## config.mk

```make
export PLATFORM = sky130hd
export DESIGN_NAME = if_prefetch
export DESIGN_NICKNAME = d
export VERILOG_FILES = /design/src/rtl/if_prefetch.sv
export SDC_FILE = /design/constraint.sdc
export NUM_CORES = 1
export LEC_CHECK = 0
export CORE_ASPECT_RATIO = 0.7
export CORE_UTILIZATION = 40
export CTS_CLUSTER_SIZE = 12
export DETAILED_ROUTE_END_ITERATION = 8
export MAX_ROUTING_LAYER = met4
export SLEW_MARGIN = 20
export SYNTH_ARGS = -nofsm -noshare
export SYNTH_HDL_FRONTEND = slang
export SYNTH_SLANG_ARGS = --single-unit
```

## constraint.sdc

```tcl
create_clock -name clk -period 3.4 [get_ports clk]
set_input_delay 0.68 -clock clk [delete_from_list [all_inputs] [get_ports clk]]
set_output_delay 0.68 -clock clk [all_outputs]
set_load 0.05 [all_outputs]
```

## src/rtl/if_prefetch.sv

```systemverilog
// Instruction-fetch front end with a prefetch FIFO.
// Issues pipelined Avalon-MM reads, tracks in-flight reads, and queues returned
// instructions with their PC toward the decode stage. Redirects flush the FIFO
// and discard every response that was already in flight.
module if_prefetch #(
  parameter int unsigned     XLEN            = 32,
  parameter int unsigned     FIFO_DEPTH      = 4,
  parameter int unsigned     MAX_OUTSTANDING = 2,
  parameter logic [XLEN-1:0] RESET_PC        = '0
) (
  input  logic            clk,
  input  logic            rst,
  output logic            ibus_read,
  output logic [XLEN-1:0] ibus_address,
  input  logic            ibus_waitrequest,
  input  logic [XLEN-1:0] ibus_readdata,
  input  logic            ibus_readdatavalid,
  input  logic            branch_take,
  input  logic [XLEN-1:0] branch_pc,
  output logic            out_valid,
  input  logic            out_ready,
  output logic [XLEN-1:0] out_pc,
  output logic [XLEN-1:0] out_instruction
);

  localparam int unsigned CntW  = $clog2(MAX_OUTSTANDING + 2);
  localparam int unsigned PtrW  = $clog2(FIFO_DEPTH);
  localparam int unsigned FillW = PtrW + 1;

  localparam logic [XLEN-1:0] AlignMask = ~XLEN'(3);
  localparam logic [XLEN-1:0] StartPc   = RESET_PC & AlignMask;

  logic [XLEN-1:0]  fetch_pc_q, fetch_pc_d;
  logic [XLEN-1:0]  resp_pc_q, resp_pc_d;
  logic [XLEN-1:0]  pending_pc_q, pending_pc_d;
  logic             redirect_pending_q, redirect_pending_d;
  logic             held_q, held_d;
  logic [CntW-1:0]  outstanding_q, outstanding_d;
  logic [CntW-1:0]  drop_cnt_q, drop_cnt_d;
  logic [FillW-1:0] fill_q, fill_d;
  logic [PtrW-1:0]  rd_ptr_q, rd_ptr_d;
  logic [PtrW-1:0]  wr_ptr_q, wr_ptr_d;
  logic [2*XLEN-1:0] fifo_mem [FIFO_DEPTH];

  logic            credit;
  logic            accept;
  logic            held_now;
  logic            push;
  logic            pop;
  logic [XLEN-1:0] branch_target;

  // Bus issue and FIFO handshakes; credit reserves a FIFO slot for every in-flight read.
  always_comb begin
    credit        = (32'(outstanding_q) < MAX_OUTSTANDING) &&
                    ((32'(fill_q) + 32'(outstanding_q)) < FIFO_DEPTH);
    ibus_read     = ~rst & (held_q | credit);
    ibus_address  = fetch_pc_q;
    accept        = ibus_read & ~ibus_waitrequest;
    held_now      = ibus_read & ibus_waitrequest;
    branch_target = branch_pc & AlignMask;
    out_valid     = (fill_q != '0);
    push          = ibus_readdatavalid & (drop_cnt_q == '0) & ~branch_take;
    pop           = out_valid & out_ready & ~branch_take;
    {out_pc, out_instruction} = fifo_mem[rd_ptr_q];
  end

  // Next-state: normal fetch/response bookkeeping, then redirect overrides.
  always_comb begin
    fetch_pc_d         = fetch_pc_q;
    resp_pc_d          = resp_pc_q;
    pending_pc_d       = pending_pc_q;
    redirect_pending_d = redirect_pending_q;
    held_d             = held_now;
    outstanding_d      = outstanding_q + CntW'(accept) - CntW'(ibus_readdatavalid);
    drop_cnt_d         = drop_cnt_q;
    fill_d             = fill_q + FillW'(push) - FillW'(pop);
    rd_ptr_d           = pop ? rd_ptr_q + PtrW'(1) : rd_ptr_q;
    wr_ptr_d           = push ? wr_ptr_q + PtrW'(1) : wr_ptr_q;

    if (ibus_readdatavalid && (drop_cnt_q != '0)) begin
      drop_cnt_d = drop_cnt_q - CntW'(1);
    end
    if (push) begin
      resp_pc_d = resp_pc_q + XLEN'(4);
    end

    if (accept) begin
      if (redirect_pending_q) begin
        // The stalled pre-redirect read just went out; its data must be discarded too.
        fetch_pc_d         = pending_pc_q;
        drop_cnt_d         = drop_cnt_d + CntW'(1);
        redirect_pending_d = 1'b0;
      end else begin
        fetch_pc_d = fetch_pc_q + XLEN'(4);
      end
    end

    if (branch_take) begin
      fill_d     = '0;
      rd_ptr_d   = '0;
      wr_ptr_d   = '0;
      resp_pc_d  = branch_target;
      drop_cnt_d = outstanding_d;
      if (held_now) begin
        // Avalon forbids changing a stalled request, so defer the new target.
        fetch_pc_d         = fetch_pc_q;
        pending_pc_d       = branch_target;
        redirect_pending_d = 1'b1;
      end else begin
        fetch_pc_d         = branch_target;
        redirect_pending_d = 1'b0;
      end
    end
  end

  // State registers with synchronous reset.
  always_ff @(posedge clk) begin
    if (rst) begin
      fetch_pc_q         <= StartPc;
      resp_pc_q          <= StartPc;
      pending_pc_q       <= StartPc;
      redirect_pending_q <= 1'b0;
      held_q             <= 1'b0;
      outstanding_q      <= '0;
      drop_cnt_q         <= '0;
      fill_q             <= '0;
      rd_ptr_q           <= '0;
      wr_ptr_q           <= '0;
    end else begin
      fetch_pc_q         <= fetch_pc_d;
      resp_pc_q          <= resp_pc_d;
      pending_pc_q       <= pending_pc_d;
      redirect_pending_q <= redirect_pending_d;
      held_q             <= held_d;
      outstanding_q      <= outstanding_d;
      drop_cnt_q         <= drop_cnt_d;
      fill_q             <= fill_d;
      rd_ptr_q           <= rd_ptr_d;
      wr_ptr_q           <= wr_ptr_d;
    end
  end

  // FIFO storage; contents need no reset since fill count gates visibility.
  always_ff @(posedge clk) begin
    if (push) begin
      fifo_mem[wr_ptr_q] <= {resp_pc_q, ibus_readdata};
    end
  end

endmodule

```

* Yosys cells after proc, flatten, opt, wreduce, memory -nomap -nowiden
Memories as Yosys holds them, arrays and structs flattened. A register that Yosys moved wholly into a read port is not among the register bits.
Index checks and enable logic that the tools add are counted.
** Operators by class
- Magnitude comparators :: 2
- Reductions and logical operators :: 10
- Bitwise logic cells :: 11
- Add/subtract/negate cells :: 11
- Mux-type cells :: 17
- Equal/unequal tests :: 1
** Operator list (count)
- $mux W32 :: 6
- $add A32 B3 Y32 const B :: 2
- $mux W2 :: 6
- $and A1 B1 Y1 :: 7
- $add A2 B1 Y2 const B :: 3
- $reduce_bool A2 Y1 :: 3
- $mux W1 :: 5
- $add A3 B2 Y4 :: 1
- $lt A4 B3 Y1 const B :: 1
- $reduce_and A2 Y1 :: 2
- $add A3 B1 Y3 :: 1
- $not A1 Y1 :: 3
- $reduce_bool A3 Y1 :: 1
- $sub A3 B1 Y3 :: 1
- $add A2 B1 Y2 :: 1
- $logic_and A1 B1 Y1 :: 2
- $logic_not A2 Y1 :: 1
- $lt A2 B2 Y1 const B :: 1
- $ne A2 B2 Y1 const B :: 1
- $reduce_or A2 Y1 :: 1
- $sub A2 B1 Y2 :: 1
- $sub A2 B1 Y2 const B :: 1
- $or A1 B1 Y1 :: 1
** Word-level totals
- Word-level logic and storage cells :: 64
- Flip-flop bits (word level) :: 107
- Memories :: 1
- Memory bits (writable) :: 256
** Memories
- fifo_mem :: depth 4, bits a word 64, read ports 1, clocked after memory_dff 1, wr ports 1, RTL line 43 : logic [2*XLEN-1:0] fifo_mem [FIFO_DEPTH];

* Logic depth before layout (Yosys ltp)
Gate-level depths: netlist of the first run.
- Word-level depth :: 9
- Depth in mapped cells :: 12
- Mapped depth without buffers :: 12

* Least setup slack after synthesis of the first run
Ideal clock, no wire load.
- Path kind :: input to register
- Start point :: input branch_take
- End point :: memory fifo_mem[0][0] (netlist name) (enable)
- Path buffers :: 2
- Stages :: 4
- Arrival :: 2.760 ns
- Library setup time :: 0.427 ns
- Slack :: 0.214 ns
- Path through :: clkbuf_1 > clkbuf_1 > nor2_1 > and2_1
** On the way
- Word-level cells in the longest chain between the ends :: 4
** Ends and longest elaborated chain
- start, declared :: RTL line 18 : input logic branch_take,
- $not A1 Y1 :: RTL line 62 : push = ibus_readdatavalid & (drop_cnt_q == '0) & ~branch_take;
- $and A1 B1 Y1 :: RTL line 62
- $mux W1 :: RTL line 145 : if (push) begin
- $mux W1 (implied by the code) :: RTL line 146 : fifo_mem[wr_ptr_q] <= {resp_pc_q, ibus_readdata};
- end, declared :: RTL line 43
No other way between the ends.

==> results.md, run 1 <==
- The run finished with clean final reports.
- For the worst-skew pair, the clock arrives at the later sink with an insertion delay of 530 ps.
- Once the clock tree was built, the setup fixing pass inserted 0 buffers.
- On the critical path, the stage with the largest delay is an instance of sky130_fd_sc_hd__clkdlybuf4s50_1.
- The tree is rooted in a sky130_fd_sc_hd__clkbuf_16.
- The overall track demand over capacity in global routing is 0.1893.
- The cell area after synthesis is approximately 15000 sq um.
- For this design the static power due to leakage is roughly 5.9 nW.
- The maximum count of clock buffers along a single path is 3.
- In this run the core area contains 57 standard-cell rows.
- The clock arrives with 20.28 ps of skew.
- The number of enable flip-flop cells after synthesis is roughly 250.
- In this run, CTS created clock tree buffers numbering 37.
- The share of the Yosys chip area taken by registers is 0.6584.
- In the finished design, the share of the clock period the worst path needs comes to 0.9643.
- The count of pins over their slew limit is 0.
- The remaining global-route overflow is 0.
- The initial detailed-routing violation count is ~800.
- The net count of the finished layout is roughly 1300.
- The maximum number of pins on one net before global-route repair is 54.
- The tree built by TritonCTS fans out to 353 sinks.
- The average footprint of a synthesized cell is 13.81 sq um.
- The starting density of the core is 0.4125.
- The overall power of the completed layout is 0.01009 W.
- The delay of the slowest critical-path stage is 720 ps.
- The antenna violation net count after detailed routing is 0.
- The first global-routing pass estimated approximately 53 mm of wire.
- The pre-antenna-repair detailed-routing pass consisted of 5 iterations.
- For the pin with the worst max-slew slack, the measured transition is 804.3 ps.
- The max-capacitance violation count is 0.
- The count of instances resized after the clock tree is built is 0.
- The number of endpoints failing setup at the final stage is 0.
- Port buffering added about 160 buffers.
- Dividing the detail-routed wire length by the instance count gives just under 20 microns.
- The clock-pin slew on the worst setup and hold paths is approximately 60 ps.
- Ranked by total cell area, the synthesized netlist is headed by sky130_fd_sc_hd__edfxtp_1 (51%), sky130_fd_sc_hd__dfxtp_1 (14%), sky130_fd_sc_hd__mux4_2 (9.6%), sky130_fd_sc_hd__a21oi_1 (3.1%), sky130_fd_sc_hd__nand2_1 (3.0%).
- The number of warnings printed during yosys synthesis is 0.
- The fraction of layout cells with a size suffix above 1 is 0.1387.
- After routing, the total negative slack on setup checks comes to 0 ps.
- The largest fanout of any net on the critical path is 26.
- The critical path is of the flip-flop to primary output type.
- For this run, asynchronously set or reset flops after synthesis account for 0.
- The required time reported for the critical path endpoint is between 2000 and 3000 ps.
- STA classifies the critical path startpoint as a flip-flop.
- The most used flip-flop cell after synthesis is sky130_fd_sc_hd__edfxtp_1.
- The headroom to the max-slew limit is 0.4623.
- For this design, the CTS-stage hold fixing added 0 buffers.
- After legalization and detailed placement, the total HPWL measured approximately 22 mm.
- The TritonCTS clock tree is yes.
- The die extent in x is between 200 and 250 microns.
- The number of antenna violations at the first check in global routing is 0.
- The clock period minus final worst setup slack is 3279 ps.
- The top-area cell type share of the netlist area is 0.5135.
- The worst-case IR drop observed on VDD is between 200 and 300 uV.
- Pin placement for this block handled around 170 I/O pins.
- The floorplan step defined a core boundary enclosing about 35000 sq um.
- The type of the most critical hold path is flip-flop to flip-flop.
- The highest clock rate is a little over 300 MHz.
- The critical path goes through buf_12 > mux4_2 > clkdlybuf4s50_1.
- The data arrival at the endpoint of the critical path is ~2600 ps.
- The overall die height is ~160 microns.
- Counting flops and latches in the post-synthesis netlist gives ~350.
- The synthesized instance count is approximately 1100.
- The distinct cell type count of the synthesized netlist is 57.
- The DRC violations left is 0.
- The detail-routed via count per cell is ~5.4.
- The antenna diode instance count is 0.
- The number of hold violations in the final report came to 0.
- The area growth from synthesis to final layout is 23.90%.
- STA classifies the critical path endpoint as a primary output.
- The die covers approximately 37000 sq um.
- The level count of the clock H-tree is 2.
- Dividing total power by cell area gives a power density of about 560 nW/um^2.
- Setup repair after global routing left no endpoint under its margin.
- The cell taking the most area after synthesis is sky130_fd_sc_hd__edfxtp_1.
- The total detailed-routing wirelength is ~34 mm.
- The via count is a little over 9000.
- The global placement routability congestion is around 0.83.
- The number of global-route vias before repair came to around 9100.
-- cell usage after synthesis, drive strengths merged (7+ instances only) --
cell      n
a211oi   10
a21oi    89
a311oi    7
a31oi     7
and2      7
and3     11
and4      7
buf      15
clkbuf   53
dfxtp   105
edfxtp  248
ha       12
inv      22
mux4     62
nand2   116
nand3    26
nand4    21
nor2     49
nor3     13
nor4     14
o211ai    9
o21ai    34
xnor2    37
-- worst max-delay path: cells and delay by family (launching register included) --
kind / cells / cell delay, ps
mux: 1 / 560
buf+inv: 2 / 990
flops: 1 / 510
-- per-stage QoR --
stage / util / worst slack [ps] / instance area [sq um] / instances / hold WS (ps)
after floorplan: - / 213.7 / 14520 / 1053 / 431.2
after global placement: 0.4790 / 474.3 / 16840 / 1652 / 438.5
after detailed placement: 0.4790 / 457.3 / 16840 / 1652 / 445.6
after CTS: 0.5105 / 17.46 / 17950 / 1712 / 456.2
after global routing: 0.5111 / 3.064 / 17970 / 1712 / 466.2
final: 0.5111 / 121.3 / 17970 / 1712 / 457.0
-- cells in the final DEF (no fill, tap or decap), types with 5 or more instances in the layout --
master,Yosys,final
sky130_fd_sc_hd__nand3_1,26,26
sky130_fd_sc_hd__nor2_1,49,49
sky130_fd_sc_hd__and4_1,6,6
sky130_fd_sc_hd__mux4_2,62,62
sky130_fd_sc_hd__and3_1,10,10
sky130_fd_sc_hd__clkbuf_1,51,13
sky130_fd_sc_hd__nand4_1,19,19
sky130_fd_sc_hd__o21a_1,5,5
sky130_fd_sc_hd__a311oi_1,7,7
sky130_fd_sc_hd__xnor2_1,37,37
sky130_fd_sc_hd__a21oi_1,89,89
sky130_fd_sc_hd__dlymetal6s2s_1,0,9
sky130_fd_sc_hd__or2_2,6,6
sky130_fd_sc_hd__a211oi_1,10,10
sky130_fd_sc_hd__nor4_1,13,13
sky130_fd_sc_hd__o211ai_1,9,9
sky130_fd_sc_hd__xor2_1,5,5
sky130_fd_sc_hd__a31oi_1,7,7
sky130_fd_sc_hd__dfxtp_1,105,103
sky130_fd_sc_hd__clkdlybuf4s50_1,0,149
sky130_fd_sc_hd__o32ai_1,5,5
sky130_fd_sc_hd__o21ai_0,34,34
sky130_fd_sc_hd__or3_1,6,6
sky130_fd_sc_hd__nand2_1,116,116
sky130_fd_sc_hd__buf_4,4,25
sky130_fd_sc_hd__nor3_1,13,12
sky130_fd_sc_hd__clkbuf_16,0,38
sky130_fd_sc_hd__nand2b_1,5,5
sky130_fd_sc_hd__ha_1,12,12
sky130_fd_sc_hd__edfxtp_1,248,248
sky130_fd_sc_hd__buf_12,0,10
sky130_fd_sc_hd__inv_1,22,21
-- power by group --
part	switching, W	internal, W	total, W
Sequential	0.000160	0.00479	0.00495
Clock	0.00159	0.00219	0.00378
Combinational	0.000844	0.000508	0.00135
-- layer usage --
| layer | track usage | wire length (microns) | vias to the layer above |
|---|---|---|---|
| li1 | - | - | 4353 |
| met1 | 0.2720 | 15940 | 4660 |
| met2 | 0.2746 | 15360 | 241 |
| met3 | 0.03407 | 1903 | 50 |
| met4 | 0.05455 | 641 | 0 |
| met5 | - | 0 | - |
-- kinds of logic (layout without fill, tap and decap cells) --
family	after synthesis	after routing	share of synthesized area
flops	353	353	0.6584
xor+xnor	42	42	0.02536
compound gates	193	193	0.08247
fa+ha+maj	13	13	0.01173
buf+inv	91	278	0.02484
mux	68	68	0.1004
simple gates	289	289	0.09653
other cells	1	4	0.0002586
-- sequential cells by signal, indices dropped and copies added (netlist names), named ones only --
signal and flops:
redirect_pending_q 1, outstanding_q 2, fifo_mem 248, drop_cnt_q 2
resp_pc_q 30, wr_ptr_q 2, pending_pc_q 30, rd_ptr_q 2
held_q 1, fill_q 3, ibus_address 30
-- worst paths after layout --
kind / slack [ps] / from / depth (start not counted) / endpoint
max: 120 / flip-flop / 3 / out_pc[11]
min: 460 / pending_pc_q[23]$_SDFFE_PP0P_ / 2 / pending_pc_q[23]$_SDFFE_PP0P_
max reg2reg: 880 / fill_q[1]$_SDFF_PP0_ / 12 / drop_cnt_q[1]$_SDFF_PP0_
min reg2reg: 460 / pending_pc_q[23]$_SDFFE_PP0P_ / 2 / pending_pc_q[23]$_SDFFE_PP0P_
-- layout make-up --
type	count	area, sq um
clock buffers	54	1041
fillers	2951	17190
well taps	472	590.6
inverters	23	86.33
flip-flops and latches	353	9557
multi-input cells	609	4628
repair buffers	195	2002
clock inverters	6	66.31
Note: power is estimated with default switching activity, not from simulation.
==> run 2: changes to the inputs <==
--- a/config.mk
+++ b/config.mk
@@ -10,7 +10,6 @@
 export CTS_CLUSTER_SIZE = 12
 export DETAILED_ROUTE_END_ITERATION = 8
 export MAX_ROUTING_LAYER = met4
-export SLEW_MARGIN = 20
 export SYNTH_ARGS = -nofsm -noshare
 export SYNTH_HDL_FRONTEND = slang
 export SYNTH_SLANG_ARGS = --single-unit
==> results of run 2 <==
Same layout as run 1: the final DEF is identical, and so are final timing and power.
